--- config.mk ---
export PLATFORM = sky130hd
export DESIGN_NAME = instr_encode_loader
export DESIGN_NICKNAME = d
export VERILOG_FILES = /design/src/rtl/instr_encode_loader.sv
export SDC_FILE = /design/constraint.sdc
export NUM_CORES = 1
export LEC_CHECK = 0
export BUFFER_PORTS_ARGS = -buffer_cell sky130_fd_sc_hd__buf_4
export CAP_MARGIN = 0
export CORE_MARGIN = 2
export CORE_UTILIZATION = 52
export DETAILED_ROUTE_END_ITERATION = 16
export HOLD_SLACK_MARGIN = 0.1
export PLACE_DENSITY = 0.81
export SETUP_SLACK_MARGIN = 0.4
export SKIP_LAST_GASP = 1
export SLEW_MARGIN = 20
export SYNTH_ARGS = -nofsm -noshare
export SYNTH_HDL_FRONTEND = slang
export SYNTH_SLANG_ARGS = --single-unit
--- constraint.sdc ---
create_clock -name clk -period 3.2 [get_ports clk]
set_input_delay 0.64 -clock clk [delete_from_list [all_inputs] [get_ports clk]]
set_output_delay 0.64 -clock clk [all_outputs]
set_load 0.03 [all_outputs]
--- src/rtl/instr_encode_loader.sv ---
// RV32I field-bundle encoder and instruction-memory program loader.
// Accepts decoded fields over valid/ready and writes encoded words to consecutive addresses.
module instr_encode_loader #(
    parameter int ADDR_W      = 10,
    parameter int BASE_ADDR   = 0,
    parameter int DEPTH_WORDS = 256
) (
    input  logic              clk,
    input  logic              rst,
    input  logic              start,
    input  logic              in_valid,
    output logic              in_ready,
    input  logic [3:0]        op_class,
    input  logic [2:0]        funct3,
    input  logic              alt,
    input  logic [4:0]        rd,
    input  logic [4:0]        rs1,
    input  logic [4:0]        rs2,
    input  logic [31:0]       imm,
    input  logic              last,
    output logic              imem_we,
    output logic [ADDR_W-1:0] imem_addr,
    output logic [31:0]       imem_wdata,
    output logic              busy,
    output logic              done,
    output logic              err,
    output logic [ADDR_W-1:0] count
);

    typedef enum logic [2:0] {S_IDLE, S_LOAD, S_FLUSH, S_DONE, S_ERR} state_t;

    localparam logic [6:0] OP_R      = 7'b0110011;
    localparam logic [6:0] OP_IALU   = 7'b0010011;
    localparam logic [6:0] OP_LOAD   = 7'b0000011;
    localparam logic [6:0] OP_STORE  = 7'b0100011;
    localparam logic [6:0] OP_BRANCH = 7'b1100011;
    localparam logic [6:0] OP_JAL    = 7'b1101111;
    localparam logic [6:0] OP_JALR   = 7'b1100111;
    localparam logic [6:0] OP_LUI    = 7'b0110111;
    localparam logic [6:0] OP_AUIPC  = 7'b0010111;

    state_t            state_q, state_d;
    logic              we_q, we_d;
    logic [31:0]       wdata_q, wdata_d;
    logic [ADDR_W-1:0] ptr_q, ptr_d;
    logic [ADDR_W-1:0] count_q, count_d;
    logic              err_q, err_d;
    logic              done_q, done_d;

    logic        xfer, start_ok, ovf, illegal, shift;
    logic        i_ok, b_ok, j_ok;
    logic [31:0] enc;

    // Encoder and legality check; enc is only meaningful when illegal is 0.
    always_comb begin
        enc     = 32'd0;
        illegal = 1'b0;
        shift   = (funct3 == 3'b001) || (funct3 == 3'b101);
        i_ok    = (&imm[31:11]) || ~(|imm[31:11]);
        b_ok    = (&imm[31:12]) || ~(|imm[31:12]);
        j_ok    = (&imm[31:20]) || ~(|imm[31:20]);
        case (op_class)
            4'd0: begin
                enc = {1'b0, alt, 5'b0, rs2, rs1, funct3, rd, OP_R};
                if (alt && funct3 != 3'b000 && funct3 != 3'b101) illegal = 1'b1;
            end
            4'd1: begin
                if (alt && funct3 != 3'b101) illegal = 1'b1;
                if (!i_ok) illegal = 1'b1;
                if (shift) begin
                    // imm[10] mirrors the alt bit and is taken from alt, so it is not checked
                    if (imm[11] || (|imm[9:5])) illegal = 1'b1;
                    enc = {1'b0, alt, 5'b0, imm[4:0], rs1, funct3, rd, OP_IALU};
                end else begin
                    enc = {imm[11:0], rs1, funct3, rd, OP_IALU};
                end
            end
            4'd2: begin
                enc = {imm[11:0], rs1, funct3, rd, OP_LOAD};
                if (funct3 == 3'b011 || funct3 == 3'b110 || funct3 == 3'b111) illegal = 1'b1;
                if (!i_ok) illegal = 1'b1;
            end
            4'd3: begin
                enc = {imm[11:5], rs2, rs1, funct3, imm[4:0], OP_STORE};
                if (funct3 > 3'b010 || !i_ok) illegal = 1'b1;
            end
            4'd4: begin
                enc = {imm[12], imm[10:5], rs2, rs1, funct3, imm[4:1], imm[11], OP_BRANCH};
                if (funct3 == 3'b010 || funct3 == 3'b011) illegal = 1'b1;
                if (imm[0] || !b_ok) illegal = 1'b1;
            end
            4'd5: begin
                enc = {imm[20], imm[10:1], imm[11], imm[19:12], rd, OP_JAL};
                if (imm[0] || !j_ok) illegal = 1'b1;
            end
            4'd6: begin
                enc = {imm[11:0], rs1, 3'b000, rd, OP_JALR};
                if (!i_ok) illegal = 1'b1;
            end
            4'd7: enc = {imm[31:12], rd, OP_LUI};
            4'd8: enc = {imm[31:12], rd, OP_AUIPC};
            default: illegal = 1'b1;
        endcase
    end

    always_ff @(posedge clk) begin
        if (rst) begin
            state_q <= S_IDLE;
            we_q    <= 1'b0;
            wdata_q <= 32'd0;
            ptr_q   <= ADDR_W'(BASE_ADDR);
            count_q <= '0;
            err_q   <= 1'b0;
            done_q  <= 1'b0;
        end else begin
            state_q <= state_d;
            we_q    <= we_d;
            wdata_q <= wdata_d;
            ptr_q   <= ptr_d;
            count_q <= count_d;
            err_q   <= err_d;
            done_q  <= done_d;
        end
    end

    always_comb begin
        xfer     = in_valid && (state_q == S_LOAD);
        start_ok = start && (state_q == S_IDLE || state_q == S_DONE || state_q == S_ERR);
        // A write still in the pipeline counts against the session depth.
        ovf      = ({1'b0, count_q} + (ADDR_W + 1)'(we_q)) == (ADDR_W + 1)'(DEPTH_WORDS);
        state_d  = state_q;
        case (state_q)
            S_IDLE, S_DONE, S_ERR: if (start_ok) state_d = S_LOAD;
            S_LOAD: begin
                if (xfer) begin
                    if (illegal || ovf) state_d = S_ERR;
                    else if (last)      state_d = S_FLUSH;
                end
            end
            S_FLUSH: state_d = S_DONE;
            default: state_d = S_IDLE;
        endcase
    end

    always_comb begin
        we_d    = xfer && !illegal && !ovf;
        wdata_d = we_d ? enc : wdata_q;
        ptr_d   = ptr_q;
        count_d = count_q;
        err_d   = err_q;
        done_d  = (state_q == S_FLUSH);
        if (start_ok) begin
            ptr_d   = ADDR_W'(BASE_ADDR);
            count_d = '0;
            err_d   = 1'b0;
        end else if (we_q) begin
            ptr_d   = ptr_q + ADDR_W'(4);
            count_d = count_q + ADDR_W'(1);
        end
        if (xfer && (illegal || ovf)) err_d = 1'b1;
    end

    always_comb begin
        in_ready   = (state_q == S_LOAD);
        busy       = (state_q == S_LOAD) || (state_q == S_FLUSH);
        imem_we    = we_q;
        imem_addr  = ptr_q;
        imem_wdata = wdata_q;
        done       = done_q;
        err        = err_q;
        count      = count_q;
    end

endmodule

# Yosys cells after proc, flatten, opt, wreduce, memory -nomap -nowiden
# Cells that the tools add are included.
# totals
reg_bits,58
in_bits,60
output_inout_bits,57
wordCells,102
# classes
addsub,3
magnitude_cmp,1
n_eq_ne,23
n_mux,22
bitwise_logic,3
n_reduce_logical,43
# op_table
cell,count
$pmux W32 S9,1
$mux W32,1
$reduce_and A21 Y1,1
$reduce_or A21 Y1,1
$reduce_and A20 Y1,1
$reduce_or A20 Y1,1
$eq A4 B3 Y1 const B,4
$logic_or A1 B1 Y1,15
$mux W1,14
$eq A3 B2 Y1 const B,4
$eq A3 B3 Y1 const B,4
$mux W3,4
$reduce_and A12 Y1,1
$reduce_or A12 Y1,1
$add A10 B1 Y11,1
$eq A11 B9 Y1 const B,1
$add A10 B1 Y10 const B,1
$add A10 B3 Y10 const B,1
$pmux W3 S3,1
$eq A4 B2 Y1 const B,2
$logic_and A1 B1 Y1,8
$pmux W1 S8,1
$eq A3 B1 Y1 const B,2
$logic_not A1 Y1,5
16 further kinds,19

# Depth between registers and ports, before layout
# Gate-level depths: netlist of run 1.
# depth
ltp_word,11
depth_mapped,10
ltp_nobuf,9

# Least setup slack after synthesis of run 1
# OpenSTA, ideal clock, no wires.
# synth_path
path_kind,reg2reg
start,register count_q[0] (netlist: count[0])
end,register wdata_q[31] (netlist: imem_wdata[31])
setup_ns,0.123
t_arrival_ns,2.469
required_time_ns,3.077
path_slack_ns,0.608
stages_incl_launch_ff,11
path_buffers,1
synth_period_minus_slack_ns,2.592
path_cell_list,dfxtp_1 ha_1 ha_1 nand3_1 o22ai_1 a32oi_1 or4b_1 nand4_2 nor3_4 buf_6 mux2_1
# synth_via
elab_chain_len,4
# synth_lines
element,line_no,rtl
"start, declared",46,"logic [ADDR_W-1:0] count_q, count_d;"
"start signal, assigned",120,count_q <= count_d;
$add A10 B1 Y11,130,"ovf = ({1'b0, count_q} + (ADDR_W + 1)'(we_q)) == (ADDR_W + 1)'(DEPTH_WORDS);"
$eq A11 B9 Y1,130,
$logic_not A1 Y1,146,we_d = xfer && !illegal && !ovf;
$logic_and A1 B1 Y1,146,
"end signal, assigned",118,wdata_q <= wdata_d;
"end, declared",44,"logic [31:0] wdata_q, wdata_d;"
# Every way passes these cells.
# A chain may end at the register's enable or synchronous reset.

# Worst setup path after layout of run 1
# layout_path
start,register count_q[0] (netlist: count[0])
end,register wdata_q[1] (netlist: imem_wdata[1])
# The elaborated chain is that of the path after synthesis.

==> impl_results.md, run 1 <==
* Commonest register cell after synthesis: dfxtp_1
* CP required at 3.42 ns
* Number of enable flip-flop cells after synthesis at 0
* Global route total overflow at 0
* Top post-synthesis cells by area: dfxtp_1 29%, nor2b_1 8.3%, mux2i_1 6.1%
* Die Height at 89.0 um
* # fillers at 622
* Ports at 117
* CP endpoint kind: register
* Via count at 3834
* Initial antenna violation count at 0
* Total die area at 7920 um^2
* Crit start category: register
* Diodes inserted at 0
* Post-route ant nets at 0
* Worst Hold Class: reg -> reg
* Sum Neg Setup Slack at 0 ns
* Arr. time, crit path at 2.90 ns
* Yosys cell types at 54
* Core Box Area at 6910 um^2
* Top cells by count, synth: 56 x nor2_1, 55 x dfxtp_1, 50 x nor2b_1, 42 x a21oi_1, 26 x clkbuf_1
* First-pass GRT wire length at 16000 um
* Routed WL per cell at 15.6 um
* Final non-filler cell total at 660
* Crit path kind: reg -> reg
* Worst-Skew Late Latency at 0.31 ns
* Min Tclk post-route at 2.68 ns
* Seq/Total Area, Yosys at 29.3%
* Ratio of cells with drive above 1 in the final layout at 28.0%
* Vias in the first global route at 3384
* Top-count cell post-synth: nor2_1
* GR Util All Layers at 25.2%
* Gate Count Post-Synth at 474
* Clk Tree Root Cell: clkbuf_8
* Warnings from Yosys at 0
* Initial Util at 54.4%
* Max_slew headroom at 47.3%
* LEAKAGE at 1.93 nW
* Fin nets at 627
* H-Tree Level Count at 2
* Setup-failing EPs final at 0
* Worst clock skew at 0.00612 ns
* Number of DRC markers in iteration 0 at 317
* Largest fanout on the critical path at 16
* Final Hold Viols at 0
* Num CTS Buffers at 5
* RD Place Congestion at 0.904
* P per Cell Area at 298 nW/um^2
* Die extent in x at 89.0 um
* Hold slack at 0.484 ns
* Area Overhead vs Synth at 25.2%
* TritonRoute pass-1 iters at 4
* Syn Std Cell Area at 3760 um^2
* Tot Pwr at 1.40 mW
* Max Fclk at 373 MHz
* WL final at 10300 um
* Routed vias/inst at 5.81
* IO buf count at 114
* Placed insts at 652
* Worst Max-Slew Pin Slew at 0.789 ns
* Largest net degree at the start of global routing at 67
* Max_cap viols at 0
* Period utilization at 83.7%
* Post-DP HPWL at 7620 um
* Fin. max-slew vios at 0
* RSZ-0062 raised after global routing: no
* Clock slew at reported path FFs at 0.10 ns
* Clock Sinks at 55
* Status: completed
* Residual DRC at 0
* Num rows at 30
* Synth async-reset ratio at 0%
* Mean Syn Cell Area at 7.93 um^2
* Core Util, Final at 68.1%
* Clock buffer depth at 2
* Top-area cell type share of the netlist area at 29.3%
* CTS tree: done
* Yosys reg bits at 55
* Peak VDD IR at 0.000202 V
* Largest area contributor in the netlist: dfxtp_1
-- worst paths after layout --
path                          startpoint                     endpoint  slack (ns)  cells after the start
max                count[0]$_SDFFE_PP0P_   imem_wdata[1]$_SDFFE_PP0P_        0.52                     11
min          imem_wdata[17]$_SDFFE_PP0P_  imem_wdata[17]$_SDFFE_PP0P_        0.48                      2
max reg2reg        count[0]$_SDFFE_PP0P_   imem_wdata[1]$_SDFFE_PP0P_        0.52                     11
min reg2reg  imem_wdata[17]$_SDFFE_PP0P_  imem_wdata[17]$_SDFFE_PP0P_        0.48                      2
-- final cells by class --
type,count,area [um^2],area share (%)
Sequential cell,55,1100,23.5
Clock buffer,6,72.6,1.54
Multi-Input combinational cell,374,2460,52.3
Clock inverter,2,12.5,0.266
Tap cell,96,120,2.55
Inverter,6,22.5,0.479
Timing Repair Buffer,121,912,19.4
-- state kept, by name, indices dropped and copies added (netlist names) --
name / count
done: 1
imem_addr: 8
state_q: 3
imem_wdata: 31
count: 10
imem_we: 1
err: 1
-- routing by layer --
| metal | global-route usage [%] | vias to the layer above | wire length (um) |
|---|---|---|---|
| met4 | 7.19 | 0 | 153 |
| met2 | 42.9 | 186 | 5060 |
| li1 | - | 1858 | - |
| met3 | 5.26 | 18 | 797 |
| met1 | 32.4 | 1772 | 4320 |
| met5 | 0 | - | 0 |
-- worst max-delay path: stages, from the launching register on --
cell and delay, ns:
dfxtp_4 0.39, ha_2 0.20, ha_1 0.20, nand3_1 0.14
o22ai_1 0.16, a32oi_1 0.12, or4b_4 0.57, nand4_4 0.13
nor3_4 0.05, buf_4 0.21, buf_4 0.21, o21ba_2 0.20
-- placed cells by master, fill, tap and decap left out, types with 4 or more instances in the layout --
cell type  instances
nand2b_1          20
dfxtp_1           54
nand3_1           14
a31oi_1            5
mux2i_1           23
buf_4            120
a221oi_1           6
inv_1              6
nand4_1           12
xnor2_1            7
nor3_1             6
nor2_1            56
nor4_1             7
clkbuf_8           5
nor2b_1           50
mux2_2            19
o21ai_0            7
and3_1             4
o22ai_1            9
nand2_1           17
xor2_1            12
a21oi_1           42
a211oi_1          14
a22oi_1            5
-- power by group --
| group | switching, mW | leakage [nW] | internal, mW | total [mW] |
|---|---|---|---|---|
| logic | 0.183 | 1.45 | 0.142 | 0.324 |
| clock network | 0.226 | 0.0412 | 0.154 | 0.380 |
| registers | 0.00751 | 0.444 | 0.690 | 0.698 |
| total | 0.416 | 1.93 | 0.986 | 1.40 |
-- through the flow --
step,instance area (um^2),setup slack (ns)
3_3_place_gp,4600,0.325
2_1_floorplan,3760,0.608
5_1_grt,4710,0.404
4_1_cts,4680,0.418
6_report,4710,0.522
3_5_place_dp,4600,0.292
-- cells by family after synthesis --
family	share of synthesized area (%)
simple gates	28.1
xor+xnor	4.43
fa+ha+maj	1.33
compound gates	18.6
flops	29.3
buf+inv	5.69
mux	12.4
other cells	0.0998
-- repair_timing --
item	4_1_cts	5_1_grt
endpoints found under the setup margin	1	26
gates cloned	0	0
buffers inserted	0	0
hold buffers	0	0
gates resized for setup	1	5
Power figures use the tool's default switching activity.
==> run 2: changes to the inputs <==
- clock period: 3.2 -> 2.6 ns (I/O delays scaled with it)
==> run 2 against run 1 <==
  * Highest routed layer unchanged
  * Power rose by 37%
  * Sequential power grew 22%
  * Combinational power increased by 38%
  * Largest power group unchanged
  * Critical endpoint is now imem_wdata[15]$_SDFFE_PP0P_
  * Final cell count increased by 2.6%
  * Critical path type is now in -> reg
  * Largest cell class unchanged
==> impl_results.md, run 2 (same netlist as run 1, synthesis figures left out) <==
* First-pass GRT wire length at 16500 um (+3.3%)
* GR Util All Layers at 26.2% (+1.0 points)
* Die Height at 89.0 um (unchanged)
* Largest net degree at the start of global routing at 67 (unchanged)
* P per Cell Area at 373 nW/um^2 (+25%)
* Max_slew headroom at 61.6% (+14 points)
* Vias in the first global route at 3473 (+2.6%)
* Via count at 3900 (+1.7%)
* RD Place Congestion at 0.938 (+3.8%)
* Area Overhead vs Synth at 37.2%
* Setup-failing EPs final at 0 (unchanged)
* Final non-filler cell total at 677 (+2.6%)
* Post-DP Area at 4810 um^2 (+4.6%)
* Routed WL per cell at 16.1 um (+2.8%)
* Reg-to-reg slack, setup at 0.30 ns (-0.22 ns)
* Total die area at 7920 um^2 (unchanged)
* Core Box Area at 6910 um^2 (unchanged)
* R2r worst-path depth at 11 (unchanged)
* Worst Max-Slew Pin Slew at 0.575 ns (-0.214 ns)
* Residual DRC at 0 (unchanged)
* WHS Path Cells at 2 (unchanged)
* Max stage delay cell, worst path: nor3_4
* Clock buffer depth at 2 (unchanged)
* Die extent in x at 89.0 um (unchanged)
* M1 GR Usage at 34.6% (+2.3 points)
* Initial Util at 54.4% (unchanged)
* Period utilization at 90.6%
* CP required at 2.84 ns (-0.58 ns)
* CTS Hold Bufs at 0 (unchanged)
* Ports at 117 (unchanged)
* Clock Sinks at 55 (unchanged)
* Peak VDD IR at 0.000254 V (+26%)
* Max_cap viols at 0 (unchanged)
* CP endpoint kind: register
* Hold Path Origin: last
* Worst-Skew Late Latency at 0.32 ns (about the same)
* Sum Neg Setup Slack at 0 ns (unchanged)
* Fin nets at 644 (+2.7%)
* Crit-path max cell delay at 0.30 ns (-0.27 ns)
* Crit start category: input pin
* R2r startpoint: imem_we$_SDFF_PP0_
* Fin. max-slew vios at 0 (unchanged)
* Initial antenna violation count at 0 (unchanged)
* LEAKAGE at 2.09 nW (+7.9%)
* Final Hold Viols at 0 (unchanged)
* Worst clock skew at 0.0132 ns (+0.00713 ns)
* Hold path endpoint: state_q[1]$_SDFFE_PP0P_
* Crit path cell chain: buf_4, nand4_1, nor3_2, buf_4, nand3_2, a22oi_2, nand4_4, nor3_4, buf_12, buf_12, mux2i_1
* Post-DP HPWL at 7760 um (+1.9%)
* Routed vias/inst at 5.76 (-0.83%)
* WL final at 10900 um (+5.5%)
* GRT met2 Usage at 44.4% (+1.6 points)
* Arr. time, crit path at 2.60 ns (-0.30 ns)
* H-Tree Level Count at 2 (unchanged)
* Commonest non-fill, non-tap cell in the layout: buf_4
* TritonRoute pass-1 iters at 5 (+1)
* Clock slew at reported path FFs at 0.12 ns (+0.02 ns)
* Post-route ant nets at 0 (unchanged)
* RSZ-0062 raised after global routing: yes
* Busiest grt layer: met2
* Crit path kind: in -> reg
* Hold slack at 0.463 ns (-0.0202 ns)
* Max Fclk at 425 MHz
* Num rows at 30 (unchanged)
* Max reg flops at 31 (unchanged)
* Final Cell Area at 5150 um^2 (+9.5%)
* Number of DRC markers in iteration 0 at 302 (-4.7%)
* Diodes inserted at 0 (unchanged)
* Global route total overflow at 0 (unchanged)
* Top cell family by delay on the critical path: simple AND/OR/NAND/NOR gates
* Num CTS Buffers at 5 (unchanged)
* Min Tclk post-route at 2.35 ns
* GRT met3 Usage at 4.34% (-0.92 points)
* Ratio of cells with drive above 1 in the final layout at 34.6% (+6.6 points)
* CTS tree: done
* CP Buf/Inv Count at 4 (+2)
* Clk Tree Root Cell: clkbuf_8
* Commonest non-fill, non-tap cells in the layout: 129 x buf_4, 56 x nor2_1, 50 x nor2b_1
* Reg2reg end: imem_wdata[1]$_SDFFE_PP0P_
* Worst Hold Class: in -> reg
* Placed insts at 663 (+1.7%)
* Status: completed
* Largest fanout on the critical path at 11 (-5)
* IO buf count at 114 (unchanged)
[run 2: changes by cell type in the layout (fill, tap and decap cells not counted), sizes merged]
| cell | previous run | this run |
|---|---|---|
| clkinv | 1 | 0 |
| bufinv | 0 | 1 |
| inv | 6 | 8 |
| clkinvlp | 1 | 0 |
| buf | 121 | 137 |
[run 2: cell type report]
type	count	area, um^2
sequential	55	1130
inverter	6	22.5
multi-input combinational	374	2660
fill	550	1750
clock buffer	5	68.8
clock inverter	3	50.0
timing repair buffer	138	1100
tap	96	120
[run 2: how the worst max path moves through the flow]
| stage | startpoint | endpoint | slack (ns) | cells after the start |
|---|---|---|---|---|
| 6_report | imm[25] | imem_wdata[15]$_SDFFE_PP0P_ | 0.25 | 11 |
| 3_5_place_dp | imm[20] | imem_wdata[15]$_SDFFE_PP0P_ | -0.06 | 10 |
| 2_1_floorplan | imm[16] | imem_wdata[10]$_SDFFE_PP0P_ | 0.22 | 8 |
| 5_1_grt | imm[25] | imem_wdata[16]$_SDFFE_PP0P_ | 0.19 | 11 |
| 4_1_cts | imem_we$_SDFF_PP0_ | imem_wdata[1]$_SDFFE_PP0P_ | 0.28 | 11 |
| 3_3_place_gp | imm[20] | imem_wdata[24]$_SDFFE_PP0P_ | -0.02 | 9 |
[run 2: layer usage]
metal,up-vias,wire [um]
met5,-,0
met4,0,195
met3,16,943
met2,167,5250
met1,1823,4500
li1,1894,-
[run 2: through the flow]
step	utilization (%)	worst slack [ns]	power, mW
after floorplan	-	0.221	1.12
after global placement	69.6	-0.0169	1.28
after detailed placement	69.6	-0.0619	1.29
after CTS	71.8	0.277	1.91
after global routing	74.6	0.186	1.99
final	74.6	0.245	1.92
[run 2: where the power goes]
group	internal (mW)	switching [mW]	leakage [nW]	total, mW
registers	0.846	0.00909	0.450	0.855
logic	0.206	0.241	1.58	0.447
clock network	0.298	0.324	0.0607	0.622
[run 2: what timing repair did]
item                                    4_1_cts  5_1_grt
setup buffers                                 2        2
gates resized for setup                       3       35
pin swaps                                     1        2
endpoints found under the setup margin       33       36
gates cloned                                  0        2
